## src/rtl/joy_db15_responder.sv

```systemverilog
`default_nettype none
// ============================================================================
// joy_db15_responder : device-side DB15 joystick shift chain ('165 emulation)
// Optional input debounce: define JOY_DB15_RESPONDER_FILTER_EN.  Rev 1.0
// ============================================================================
module joy_db15_responder #(
  parameter int BITS     = 12,
  parameter int FILT_LEN = 4
) (
  input  logic            clk,
  input  logic            reset_n,
  input  logic            i_joy_clk,
  input  logic            i_joy_load,
  output logic            o_joy_data,
  input  logic [BITS-1:0] i_joystick1,
  input  logic [BITS-1:0] i_joystick2,
  output logic            o_frame_done,
  output logic            o_overrun,
  input  logic            i_overrun_clr
);

  localparam int c_FRAME = 2 * BITS;
  localparam int c_CW    = $clog2(c_FRAME) + 1;
  localparam logic [c_CW-1:0] c_LAST = c_CW'(c_FRAME - 1);

  typedef enum logic [1:0] {
    S_IDLE  = 2'd0,
    S_LOAD  = 2'd1,
    S_SHIFT = 2'd2,
    S_DONE  = 2'd3
  } state_t;

  if (FILT_LEN < 2 || FILT_LEN > 15) begin : g_filt_len_chk
    $error("joy_db15_responder: FILT_LEN must be 2..15");
  end

  // Index 0 carries joy_clk, index 1 carries joy_load.
  logic [1:0] r_sync1;
  logic [1:0] r_sync2;
  logic [1:0] w_cond;
  logic [1:0] r_prev;

  always_ff @(posedge clk or negedge reset_n) begin
    if (!reset_n) begin
      r_sync1 <= '1;
      r_sync2 <= '1;
    end else begin
      r_sync1 <= {i_joy_load, i_joy_clk};
      r_sync2 <= r_sync1;
    end
  end

`ifdef JOY_DB15_RESPONDER_FILTER_EN
  localparam logic [3:0] c_FILT_LAST = 4'(FILT_LEN - 1);

  for (genvar gi = 0; gi < 2; gi++) begin : g_filt
    logic [3:0] r_cnt;
    logic       r_lvl;

    // A new level is taken only after FILT_LEN consecutive differing samples.
    always_ff @(posedge clk or negedge reset_n) begin
      if (!reset_n) begin
        r_cnt <= 4'd0;
        r_lvl <= 1'b1;
      end else if (r_sync2[gi] == r_lvl) begin
        r_cnt <= 4'd0;
      end else if (r_cnt == c_FILT_LAST) begin
        r_lvl <= r_sync2[gi];
        r_cnt <= 4'd0;
      end else begin
        r_cnt <= r_cnt + 4'd1;
      end
    end

    assign w_cond[gi] = r_lvl;
  end
`else
  assign w_cond = r_sync2;
`endif

  always_ff @(posedge clk or negedge reset_n) begin
    if (!reset_n) begin
      r_prev <= '1;
    end else begin
      r_prev <= w_cond;
    end
  end

  logic w_clk_rise;
  logic w_ld_low;
  logic w_ld_rise;

  assign w_clk_rise = w_cond[0] & ~r_prev[0];
  assign w_ld_low   = ~w_cond[1];
  assign w_ld_rise  = w_cond[1] & ~r_prev[1];

  state_t r_state;
  state_t w_state_nxt;
  logic   w_load;
  logic   w_shift;
  logic   w_last;
  logic   w_ovr_set;

  logic [c_FRAME-1:0] r_shreg;
  logic [c_CW-1:0]    r_cnt;
  logic               r_frame_done;
  logic               r_overrun;

  always_ff @(posedge clk or negedge reset_n) begin
    if (!reset_n) begin
      r_state <= S_IDLE;
    end else begin
      r_state <= w_state_nxt;
    end
  end

  // A low load level overrides everything, so clock edges under load are dropped.
  always_comb begin
    w_state_nxt = r_state;
    w_load      = 1'b0;
    w_shift     = 1'b0;
    w_last      = 1'b0;
    w_ovr_set   = 1'b0;
    if (w_ld_low) begin
      w_state_nxt = S_LOAD;
      w_load      = 1'b1;
    end else begin
      case (r_state)
        S_IDLE: begin
          w_state_nxt = S_IDLE;
        end
        S_LOAD: begin
          if (w_ld_rise) begin
            w_state_nxt = S_SHIFT;
          end
        end
        S_SHIFT: begin
          if (w_clk_rise) begin
            w_shift = 1'b1;
            if (r_cnt == c_LAST) begin
              w_last      = 1'b1;
              w_state_nxt = S_DONE;
            end
          end
        end
        S_DONE: begin
          if (w_clk_rise) begin
            w_ovr_set = 1'b1;
          end
        end
        default: begin
          w_state_nxt = S_IDLE;
        end
      endcase
    end
  end

  always_ff @(posedge clk or negedge reset_n) begin
    if (!reset_n) begin
      r_shreg      <= '1;
      r_cnt        <= '0;
      r_frame_done <= 1'b0;
      r_overrun    <= 1'b0;
    end else begin
      r_frame_done <= w_last;
      if (w_load) begin
        r_shreg <= ~{i_joystick2, i_joystick1};
        r_cnt   <= '0;
      end else if (w_shift) begin
        r_shreg <= {1'b1, r_shreg[c_FRAME-1:1]};
        r_cnt   <= r_cnt + 1'b1;
      end
      if (w_ovr_set) begin
        r_overrun <= 1'b1;
      end else if (i_overrun_clr) begin
        r_overrun <= 1'b0;
      end
    end
  end

  // Combinational so an asynchronous reset releases the line immediately.
  assign o_joy_data   = (r_state == S_LOAD || r_state == S_SHIFT) ? r_shreg[0] : 1'b1;
  assign o_frame_done = r_frame_done;
  assign o_overrun    = r_overrun;

endmodule
`default_nettype wire

```

## config.mk

```make
export PLATFORM = sky130hd
export DESIGN_NAME = joy_db15_responder
export DESIGN_NICKNAME = d
export VERILOG_FILES = /design/src/rtl/joy_db15_responder.sv
export SDC_FILE = /design/constraint.sdc
export NUM_CORES = 1
export LEC_CHECK = 0
export BUFFER_PORTS_ARGS = -buffer_cell sky130_fd_sc_hd__buf_2
export CAP_MARGIN = 10
export CORE_AREA = 2 2 69 71
export CTS_CLUSTER_DIAMETER = 80
export CTS_CLUSTER_SIZE = 20
export DETAILED_ROUTE_END_ITERATION = 16
export DIE_AREA = 0 0 71 73
export SYNTH_ARGS = -nofsm -noshare
export SYNTH_HDL_FRONTEND = slang
export SYNTH_SLANG_ARGS = --single-unit
```

## constraint.sdc

```tcl
create_clock -name clk -period 1.9 [get_ports clk]
set_clock_uncertainty 0.1 [all_clocks]
set_input_delay 0.38 -clock clk [delete_from_list [all_inputs] [get_ports clk]]
set_output_delay 0.38 -clock clk [all_outputs]
set_load 0.05 [all_outputs]
```

Yosys cells after proc, flatten, opt, wreduce, memory -nomap -nowiden
Index checks and enable logic that the tools add are counted.
- register bits after elaboration: 40
- bits of input ports: 29
- output and inout bits: 3
- word-level logic and storage cells: 48
- add/sub/neg operators: 1
- equal/unequal tests: 9
- multiplexer cells: 21
- bitwise logic cells: 5
- reductions and logical operators: 4
- operators by type and width (kind ; count):
    24-bit two-way mux ; 2
    24-bit NOT ; 1
    1-bit two-way mux ; 12
    6-bit two-way mux ; 2
    3-bit != test, second input constant ; 3
    2-bit two-way mux ; 4
    6-bit by 1-bit adder with 6-bit output, second input constant ; 1
    6-bit by 5-bit equality test with 1-bit output, second input constant ; 1
    2-bit case mux with 3 select lines ; 1
    2-bit equality test, second input constant ; 2
    4-bit by 1-bit != test with 1-bit output, second input constant ; 1
    4-bit AND reduction ; 1
    1-bit bitwise AND ; 2
    2-bit by 1-bit equality test with 1-bit output, second input constant ; 1
    2-bit zero test ; 1
    2-bit by 1-bit != test with 1-bit output, second input constant ; 1
    1-bit NOT ; 2
    2-bit nonzero test ; 1
    1-bit logical OR ; 1

Depth between registers and ports, before layout
Gate-level depths: netlist (run 1).
- depth in word-level cells: 7
- depth in mapped cells: 7
- depth with buffers taken out: 5

Worst setup path after synthesis (run 1)
OpenSTA, ideal clock, no wires.
- kind: reg2out
- from: register r_state[0]
- to: output port o_joy_data
- data arrival time: 1.132 ns
- data required time: 1.420 ns
- setup slack: 0.288 ns
- cell stages (with the launch flop): 4
- buffers on the path: 0
- cell sequence: dfrtp_1 > inv_1 > ha_1 > nand2b_1
- word-level cells in the longest chain between the ends: 3
- elaborated cells on any way between the ends: 4
- classes of those cells: eq/ne (2); mux (1); reduce/logical (1)
- ends and longest elaborated chain (element ; line ; source):
    from (decl) ; 97 ; state_t r_state;
    from (signal assigned) ; 113 ; r_state <= w_state_nxt;
    2-bit by 1-bit equality test with 1-bit output / 2-bit equality test (equally long branches) ; 182 ; assign o_joy_data = (r_state == S_LOAD || r_state == S_SHIFT) ? r_shreg[0] : 1'b1;
    1-bit logical OR * ; 182 ;
    1-bit two-way mux * ; 182 ;
    to (decl) ; 14 ; output logic o_joy_data,
Every way passes the cells marked *; elsewhere a longest branch is shown, timed or not.

Worst setup path after layout (run 1)
- from: register r_state[1]
- to: output port o_joy_data
Same word-level chain as after synthesis.

==> summary.txt, run 1 <==
Die
  • Num rows: 25
  • Core footprint: 4540 µm²
  • Die height: 73 µm
  • Total die area: 5180 µm²
  • Ports: 32
  • Initial Util: 42.0%
  • Die extent in x: 71 µm

Synth
  • Mapped cell area: 1900 µm²
  • Area contributors post-synth: dfstp_2 (41%), mux2i_1 (25%), dfrtp_1 (13%), ha_1 (3.3%), nand4b_1 (2.3%)
  • Synth Net Count: 179
  • Syn_area_per_cell: 13.1 µm²
  • Ys Warns: 0
  • Cells after Synth: 145
  • Post-synth top area cell: dfstp_2
  • Sequential fraction of the synthesis area: 54.5%
  • Top-area cell type share of the netlist area: 41.4%
  • Netlist cell types: 31
  • Post-synth EDFFs: 0
  • Prevailing post-synth register cell: dfstp_2
  • Synth cell count leaders: mux2i_1 (48), dfstp_2 (30), dfrtp_1 (10)
  • Yosys reg bits: 40
  • Top-count cell post-synth: mux2i_1
  • FFs w/ async S/R, synth: 100%

Critical path
  • Worst reg2reg path depth: 6
  • Worst flop-to-flop path startpoint: r_state[0]
  • CP Capture Point: o_joy_data
  • Origin of the worst setup path: r_state[1]
  • Reg2reg end: r_cnt[3]
  • Maximum fanout along the worst path: 4
  • Type of the worst setup path: reg -> out
  • Crit-path max cell delay: 0.42 ns
  • Buf/Inv on CP: 2
  • Crit path cell chain: inv_1 > ha_4 > nand2b_1 > buf_6
  • Arr. time, crit path: 1.31 ns
  • Type of origin of the critical path: flop
  • Slowest CP cell: dfrtp_1
  • Top cell family by delay on the critical path: flip-flops
  • Setup crit end kind: primary output
  • Critical Path RT: 1.42 ns
  • Worst R2R Setup Slack: 0.15 ns
  • CP Depth: 4

Final layout
  • # diodes: 0
  • Filler Cell Count: 396
  • Final nets: 219
  • Layout area overhead: 19.6%
  • Share of cells above drive strength 1: 41.9%
  • Finished Layout Cells: 240

STA
  • Worst Max-Slew Pin Slew: 0.499 ns
  • Fmax: 560 MHz
  • Setup violators final: 0
  • Setup TNS Final: 0 ns
  • Final hold vios: 0
  • Post-route minimum period: 1.79 ns
  • Max-slew violation count: 0
  • Fin crit share: 94.0%
  • RSZ-0062 raised after global routing: false
  • Rel. slew slack: 66.7%

Placement
  • GPL Wtd Cong: 0.798
  • # port buffers: 31
  • Inst Count DP: 229
  • DPL Wire Length: 2.59 mm

Global route
  • Number of global-route vias before repair: 1298
  • First-pass GRT wire length: 6.01 mm
  • Largest net degree at the start of global routing: 22
  • Initial antenna violation count: 0
  • GRT Total Usage: 15.1%
  • Total grt overflow: 0

Job
  • Max_cap viols: 0

Pwr
  • Pwr/cell area: 909 nW/µm²
  • Pleak: 1.18 nW
  • Maximum vdd drop: 494 µV

Detailed routing
  • Vias: 1232
  • DRT Wirelength: 3.41 mm
  • Initial drt markers: 56
  • Vias per inst: 5.13
  • WL/cell: 14.2 µm
  • DRC: 0
  • ANT nets after route: 0
  • Pre-antenna DRT Iters: 4

Clock network
  • Total CTS buffers: 5
  • Longest Clk Path Bufs: 2
  • H-tree lvl count: 2
  • Clock latency on the worst-skew pair: 0.28 ns
  • CTS tree: done
  • Root Buffer: clkbuf_8
  • Clk sinks: 40
  • Clk pin slew, worst setup/hold paths: 0.07 ns

Worst hold path
  • Hold/Removal Path Class: in -> reg

Outcome
  • Status: finished, final reports clean
==> worst reg2reg max path: cells and delay by family, from the launching register on <==
family / cells / cell delay (ns)
buf+inv: 2 / 0.30
flops: 1 / 0.40
fa+ha+maj: 1 / 0.17
compound gates: 1 / 0.17
simple gates: 2 / 0.53
==> cell type report <==
class	instances	area (µm²)	area share, %
well taps	54	67.6	2.97
clock buffers	8	90.1	3.95
flip-flops and latches	40	1040	45.6
repair buffers	40	256	11.3
multi-input cells	93	807	35.4
inverters	5	18.8	0.824
==> flip-flops by register name (all words and copies together) (netlist names) <==
name and flops:
r_prev 2, r_state 2, r_shreg 24, o_frame_done 1, r_sync2 2, r_cnt 6
o_overrun 1, r_sync1 2
==> placed cells by master, fill, tap and decap left out, types with 3 or more instances in the layout <==
cell type  Yosys  final
nor2_1         3      3
dfrtp_1       10     10
a21oi_1        4      4
clkbuf_8       0      6
buf_2          3     30
ha_1           5      4
dfstp_2       30     30
nand2_1        5      5
o21ai_1        3      3
inv_1          4      3
nand4b_1       5      5
mux2i_1       48     48
buf_4          0      6
==> how the worst min path moves through the flow <==
| stage | cells after the start | start | to |
|---|---|---|---|
| 2_1_floorplan | 0 | reset_n | o_frame_done |
| 3_3_place_gp | 0 | r_sync1[0] | r_sync2[0] |
| 3_5_place_dp | 0 | r_sync1[1] | r_sync2[1] |
| 4_1_cts | 1 | i_joy_load | r_sync1[1] |
| 5_1_grt | 1 | i_joy_load | r_sync1[1] |
| 6_report | 1 | i_joy_load | r_sync1[1] |
==> power by group <==
part	internal [mW]	total (mW)	switching [mW]
sequential	0.992	1.05	0.0574
combinational	0.231	0.463	0.232
clock	0.296	0.559	0.263
total	1.52	2.07	0.552
==> per-stage QoR <==
step / worst slack (ns) / cell area (µm²) / util [%] / power [mW] / hold slack [ns]
after CTS: 0.0224 / 2250 / 49.5 / 2.06 / 0.0785
after floorplan: 0.288 / 1900 / - / 1.34 / -0.0156
final: 0.115 / 2280 / 50.2 / 2.07 / 0.0917
after global placement: 0.237 / 2140 / 47.3 / 1.44 / 0.246
after global routing: 0.0473 / 2280 / 50.2 / 2.21 / 0.0710
after detailed placement: 0.145 / 2140 / 47.3 / 1.47 / 0.248
==> cells by family (layout without fill, tap and decap cells) <==
kind of cell | after synthesis | in the layout | share of synthesized area [%]
and+or+nand+nor | 28 | 28 | 9.27
adders and majority gates | 5 | 5 | 3.29
muxes | 48 | 48 | 25.2
AOI/OAI and AO/OA | 10 | 10 | 3.02
DFF | 40 | 40 | 54.5
xor gates and xnor gates | 2 | 2 | 0.920
buffers and inverters | 12 | 53 | 3.74
==> metal layers <==
metal	share of wire [%]	vias up	global-route usage (%)
met5	0	-	0
met1	41	601	18.1
met4	1.6	0	5.66
met2	52	27	25.4
met3	5.5	7	4.70
li1	-	597	-
==> repair_timing <==
action	4_1_cts	5_1_grt
gates resized for setup	1	3
buffers inserted	0	2
endpoints found under the setup margin	1	2
pin swaps	0	1
hold buffers	1	0
endpoints found under the hold margin	6	0
Power figures use the tool's default switching activity.
==> run 2: changes to the inputs <==
CORE_AREA = 2 2 93 95   (was 2 2 69 71)
DIE_AREA = 0 0 95 97   (was 0 0 71 73)
==> run 2 against run 1 <==
- design area up 2.8%
- combinational power shrank 4.8%
- critical path depth is the same
- wire length rose by 6.9%
- sequential power is essentially flat
- sequential share of layout area shrank 1.2 points
- via count up 1.1%
- core utilization is 21 points lower
- clock power rose by 4.3%
- die area up 78%
- highest routed layer unchanged
- setup slack worse by 0.066 ns
- count of clock-buffer cells in the layout down 2
==> summary.txt, run 2 (same netlist as run 1, synthesis figures left out) <==
Detailed routing
  • Pre-antenna DRT Iters: 4
  • Met3 wire length: 226 µm
  • Routed wl met2: 1.72 mm
  • DRC: 0
  • ANT nets after route: 0
  • WL/cell: 12.4 µm
  • Vias per inst: 4.23
  • DR top layer: met4
  • DRT Wirelength: 3.65 mm
  • Vias: 1245
  • DRT met1 WL: 1.64 mm
  • Initial drt markers: 73

Placement
  • DPL Wire Length: 2.59 mm
  • # port buffers: 31
  • Setup WS pre-CTS: 0.140 ns
  • GPL Wtd Cong: 0.819
  • Placed inst area: 2200 µm²

Final layout
  • Most common cell after layout, fill and taps aside: mux2i_1
  • Layout area overhead: 23.0%
  • Filler Cell Count: 843
  • Share of cells above drive strength 1: 42.9%
  • Final nets: 222
  • Most frequent cells in the layout: mux2i_1 (48), buf_2 (30), dfstp_2 (30)
  • Largest regs: r_shreg: 24 flops, r_cnt: 6 flops
  • Biggest register: r_shreg
  • Final non-filler cell area: 2340 µm²
  • # diodes: 0
  • Max reg flops: 24

Pwr
  • Sw power: 0.571 mW
  • Pwr/cell area: 883 nW/µm²
  • Maximum vdd drop: 360 µV
  • Pleak: 1.19 nW
  • Power Total: 2.07 mW
  • Pint: 1.50 mW
  • Clock share of power: 28.2%
  • Combinational power share: 21.3%
  • Sequential share of power: 50.5%
  • Sw Share: 27.6%

Global route
  • Number of global-route vias before repair: 1309
  • GRT Total Usage: 8.74%
  • Initial antenna violation count: 0
  • First-pass GRT wire length: 6.28 mm
  • Total grt overflow: 0
  • Largest net degree at the start of global routing: 24

Worst hold path
  • Min-delay src: i_joy_load
  • Hold/Removal Path Class: in -> reg
  • Hold path depth: 1
  • WHS Endpoint: r_sync1[1]

Critical path
  • Slowest CP cell: dfrtp_1
  • Top cell family by delay on the critical path: flip-flops
  • Critical Path RT: 1.42 ns
  • Reg2reg end: r_shreg[8]
  • Maximum fanout along the worst path: 4
  • Type of origin of the critical path: flop
  • Setup crit end kind: primary output
  • Arr. time, crit path: 1.37 ns
  • Crit path cell chain: inv_1 > ha_1 > nand2b_1 > buf_6
  • Crit-path max cell delay: 0.39 ns
  • Buf/Inv on CP: 2
  • Worst flop-to-flop path startpoint: r_state[1]
  • Worst reg2reg path depth: 6
  • Worst R2R Setup Slack: 0.11 ns
  • Type of the worst setup path: reg -> out

Clock network
  • Clk sinks: 40
  • Root Buffer: clkbuf_8
  • H-tree lvl count: 2
  • Clk pin slew, worst setup/hold paths: 0.08 ns
  • Total CTS buffers: 5
  • CTS tree: done
  • Longest Clk Path Bufs: 2
  • Clock latency on the worst-skew pair: 0.29 ns

Die
  • Initial Util: 23.4%
  • Die extent in x: 95 µm
  • Ports: 32
  • Die height: 97 µm
  • Total die area: 9220 µm²
  • Num rows: 33
  • Core footprint: 8130 µm²

STA
  • RSZ-0062 raised after global routing: true
  • Post-route minimum period: 1.85 ns
  • Final hold vios: 0
  • Fin crit share: 97.4%
  • Setup TNS Final: 0 ns
  • Worst Max-Slew Pin Slew: 0.435 ns
  • PnR worst setup slack: 0.0494 ns
  • Max-slew violation count: 0
  • Fmax: 540 MHz
  • Setup violators final: 0
  • Rel. slew slack: 71.0%
  • Min Hold Slack: 0.0836 ns

Job
  • Max_cap viols: 0

Outcome
  • Status: finished, final reports clean
## run 2: layout make-up
class | instances | area (µm²) | share of cell area (%)
flip-flops and latches | 40 | 1040 | 44.3
multi-input cells | 93 | 795 | 33.9
repair buffers | 43 | 267 | 11.4
well taps | 105 | 131 | 5.61
clock buffers | 6 | 82.6 | 3.53
inverters | 5 | 18.8 | 0.801
clock inverters | 2 | 10.0 | 0.427
## run 2: worst register-to-register path, cell delays in order (launching register included)
cell and delay, ns:
dfrtp_1 0.39, buf_4 0.15, ha_1 0.18, nand3b_1 0.23, buf_4 0.34, mux2i_1 0.23, mux2i_1 0.09
## run 2: timing repair
action	in CTS	in global routing
hold endpoints to repair	6	0
setup endpoints to repair	1	13
hold buffers	1	0
gates resized for setup	2	0
buffers inserted	1	3
## run 2: routing by layer
metal,vias to the layer above,GRT usage (%)
met2,27,12.9
met5,-,0
met3,7,3.27
met4,0,3.23
li1,606,-
met1,605,11.6
## run 2: power groups by stage
stage                     clock network (mW)  registers (mW)  logic (mW)
after floorplan                            0            1.05       0.287
after global placement                     0            1.06       0.396
after global routing                   0.645            1.06       0.496
final                                  0.583            1.04       0.441
after detailed placement                   0            1.06       0.403
after CTS                              0.621            1.05       0.431
## run 2: how the worst max path moves through the flow
stage,cells past startpoint,slack (ns),endpoint,from
after floorplan,3,0.29,o_joy_data,r_state[0]
after global placement,5,0.18,r_cnt[5],r_state[0]
after detailed placement,5,0.14,r_cnt[5],r_state[0]
after CTS,4,0.007,o_joy_data,r_state[0]
after global routing,4,-0.02,o_joy_data,r_state[0]
final,4,0.05,o_joy_data,r_state[0]
## run 2: stage by stage
step                      utilization, %  std cells
after global routing                28.8        294
after floorplan                        -        145
after CTS                           28.5        291
final                               28.8        294
after detailed placement            27.1        281
after global placement              27.1        281
==> run 3: changes to the inputs <==
CORE_AREA = 10 10 101 103   (was 2 2 93 95)
DIE_AREA = 0 0 111 113   (was 0 0 95 97)
SLEW_MARGIN = 20   (was not set)
clock period = 2.25 ns   (was 1.9 ns; I/O delays follow)
==> run 3 against run 2 <==
- non-clock buffer count decreased by 8
- count of clock-buffer cells in the layout grew 1
- core utilization shrank 0.58 points
- sequential power down 14%
- final cell count down 2.7%
- critical path type unchanged
- critical endpoint unchanged
==> summary.txt, run 3 (same netlist as run 1, synthesis figures left out) <==
STA
  • RSZ-0062 raised after global routing: false
  • Post-route minimum period: 2.01 ns
  • Fmax: 498 MHz
  • Setup TNS Final: 0 ns
  • Setup violators final: 0
  • Rel. slew slack: 67.4%
  • Max-slew violation count: 0
  • Fin crit share: 89.2%
  • Final hold vios: 0
  • Worst Max-Slew Pin Slew: 0.490 ns
  • PnR worst setup slack: 0.243 ns

Pwr
  • Pleak: 1.16 nW
  • Maximum vdd drop: 342 µV
  • Clock share of power: 34.4%
  • Sw Share: 25.5%
  • Combinational power share: 17.4%
  • Pwr/cell area: 804 nW/µm²
  • Sequential share of power: 48.3%
  • Pint: 1.38 mW
  • Sw power: 0.470 mW

Die
  • Die height: 113 µm
  • Initial Util: 23.4%
  • Core footprint: 8130 µm²
  • Ports: 32
  • Num rows: 33
  • Die extent in x: 111 µm
  • Total die area: 12500 µm²

Critical path
  • Crit path cell chain: inv_1 > ha_1 > nand2b_1 > buf_2
  • Type of the worst setup path: reg -> out
  • Critical Path RT: 1.70 ns
  • Type of origin of the critical path: flop
  • Slowest CP cell: dfrtp_1
  • Maximum fanout along the worst path: 4
  • Arr. time, crit path: 1.46 ns
  • Setup crit end kind: primary output
  • Crit-path max cell delay: 0.41 ns

Placement
  • Inst Count DP: 278
  • Setup WS pre-CTS: 0.448 ns
  • DPL Wire Length: 2.78 mm
  • GPL Wtd Cong: 0.769
  • # port buffers: 31
  • Placed inst area: 2170 µm²

Detailed routing
  • Pre-antenna DRT Iters: 4
  • Initial drt markers: 63
  • Routed wl met2: 1.66 mm
  • Vias: 1211
  • DRT Wirelength: 3.75 mm
  • WL/cell: 13.1 µm
  • Vias per inst: 4.23
  • DRT met1 WL: 1.83 mm
  • Met3 wire length: 211 µm
  • ANT nets after route: 0
  • DRC: 0
  • DR top layer: met4

Final layout
  • Final nets: 214
  • Share of cells above drive strength 1: 40.9%
  • Layout area overhead: 20.5%
  • Final non-filler cell area: 2290 µm²
  • # diodes: 0
  • Most common cell after layout, fill and taps aside: mux2i_1
  • Most frequent cells in the layout: mux2i_1 (48), buf_2 (31), dfstp_2 (30)
  • Biggest register: r_shreg
  • Max reg flops: 24
  • Largest regs: r_shreg: 24 flops, r_cnt: 6 flops
  • Finished Layout Cells: 286

Clock network
  • Total CTS buffers: 5
  • Cts hold-fix bufs: 0
  • Setup Buffers After CTS: 0
  • Clk pin slew, worst setup/hold paths: 0.08 ns
  • CTS tree: done
  • Root Buffer: clkbuf_8
  • H-tree lvl count: 2
  • Clock latency on the worst-skew pair: 0.29 ns
  • Longest Clk Path Bufs: 2
  • Clk sinks: 40
  • CTS resizes: 0

Outcome
  • Status: finished, final reports clean

Job
  • Max_cap viols: 0

Global route
  • GRT Total Usage: 6.31%
  • Largest net degree at the start of global routing: 41
  • Number of global-route vias before repair: 1293
  • First-pass GRT wire length: 6.49 mm
  • Initial antenna violation count: 0
  • Total grt overflow: 0

Worst hold path
  • Hold/Removal Path Class: in -> async
==> run 3: changes by cell type in the layout (fill, tap and decap cells not counted) <==
| cell | change |
|---|---|
| buf_4 | -6 |
| clkinv_2 | -2 |
| buf_12 | -1 |
| buf_2 | +1 |
| buf_6 | -1 |
| bufinv_16 | +1 |
| clkbuf_8 | +1 |
| dlygate4sd3_1 | -1 |
==> run 3: layer usage <==
layer  GRT usage (%)  vias up
li1                -      591
met1            8.11      586
met2            9.08       28
met3            2.96        6
met4            2.08        0
met5               0        -
==> run 3: worst paths after layout <==
check / startpoint / end / slack [ns] / depth (start not counted)
setup / recovery: r_state[0] / o_joy_data / 0.24 / 4
hold / removal: reset_n / o_overrun / 0.10 / 2
setup reg to reg: r_state[0] / r_cnt[5] / 0.41 / 5
hold reg to reg: r_sync1[1] / r_sync2[1] / 0.26 / 0
max in group asynchronous: reset_n / r_shreg[12] / 1.58 / 2
min in group clk: i_joy_load / r_sync1[1] / 0.15 / 1
==> run 3: stage by stage <==
| step | hold WS, ns | util (%) | power [mW] |
|---|---|---|---|
| 2_1_floorplan | 0.0544 | - | 1.13 |
| 3_3_place_gp | 0.247 | 26.7 | 1.22 |
| 3_5_place_dp | 0.247 | 26.7 | 1.23 |
| 4_1_cts | 0.126 | 28.2 | 1.87 |
| 5_1_grt | 0.128 | 28.2 | 1.97 |
| 6_report | 0.103 | 28.2 | 1.85 |
==> run 3: cell type report <==
cell class / count / area, µm²
clock buffer: 7 / 96.3
clock inverter: 1 / 30.0
fill: 850 / 5840
inverter: 5 / 18.8
multi-input combinational: 93 / 795
sequential: 40 / 1040
tap: 105 / 131
timing repair buffer: 35 / 185
==> run 3: worst max-delay path, delay by kind of cell (launching register included) <==
kind	cells	cell delay, ns
and+or+nand+nor	1	0.08
buffers and inverters	2	0.34
DFF	1	0.41
adders and majority gates	1	0.34
==> run 3: power groups by stage <==
stage / Combinational [mW] / Clock, mW / Sequential [mW]
2_1_floorplan: 0.242 / 0 / 0.888
3_3_place_gp: 0.319 / 0 / 0.901
3_5_place_dp: 0.326 / 0 / 0.903
4_1_cts: 0.327 / 0.655 / 0.892
5_1_grt: 0.369 / 0.699 / 0.904
6_report: 0.320 / 0.634 / 0.891
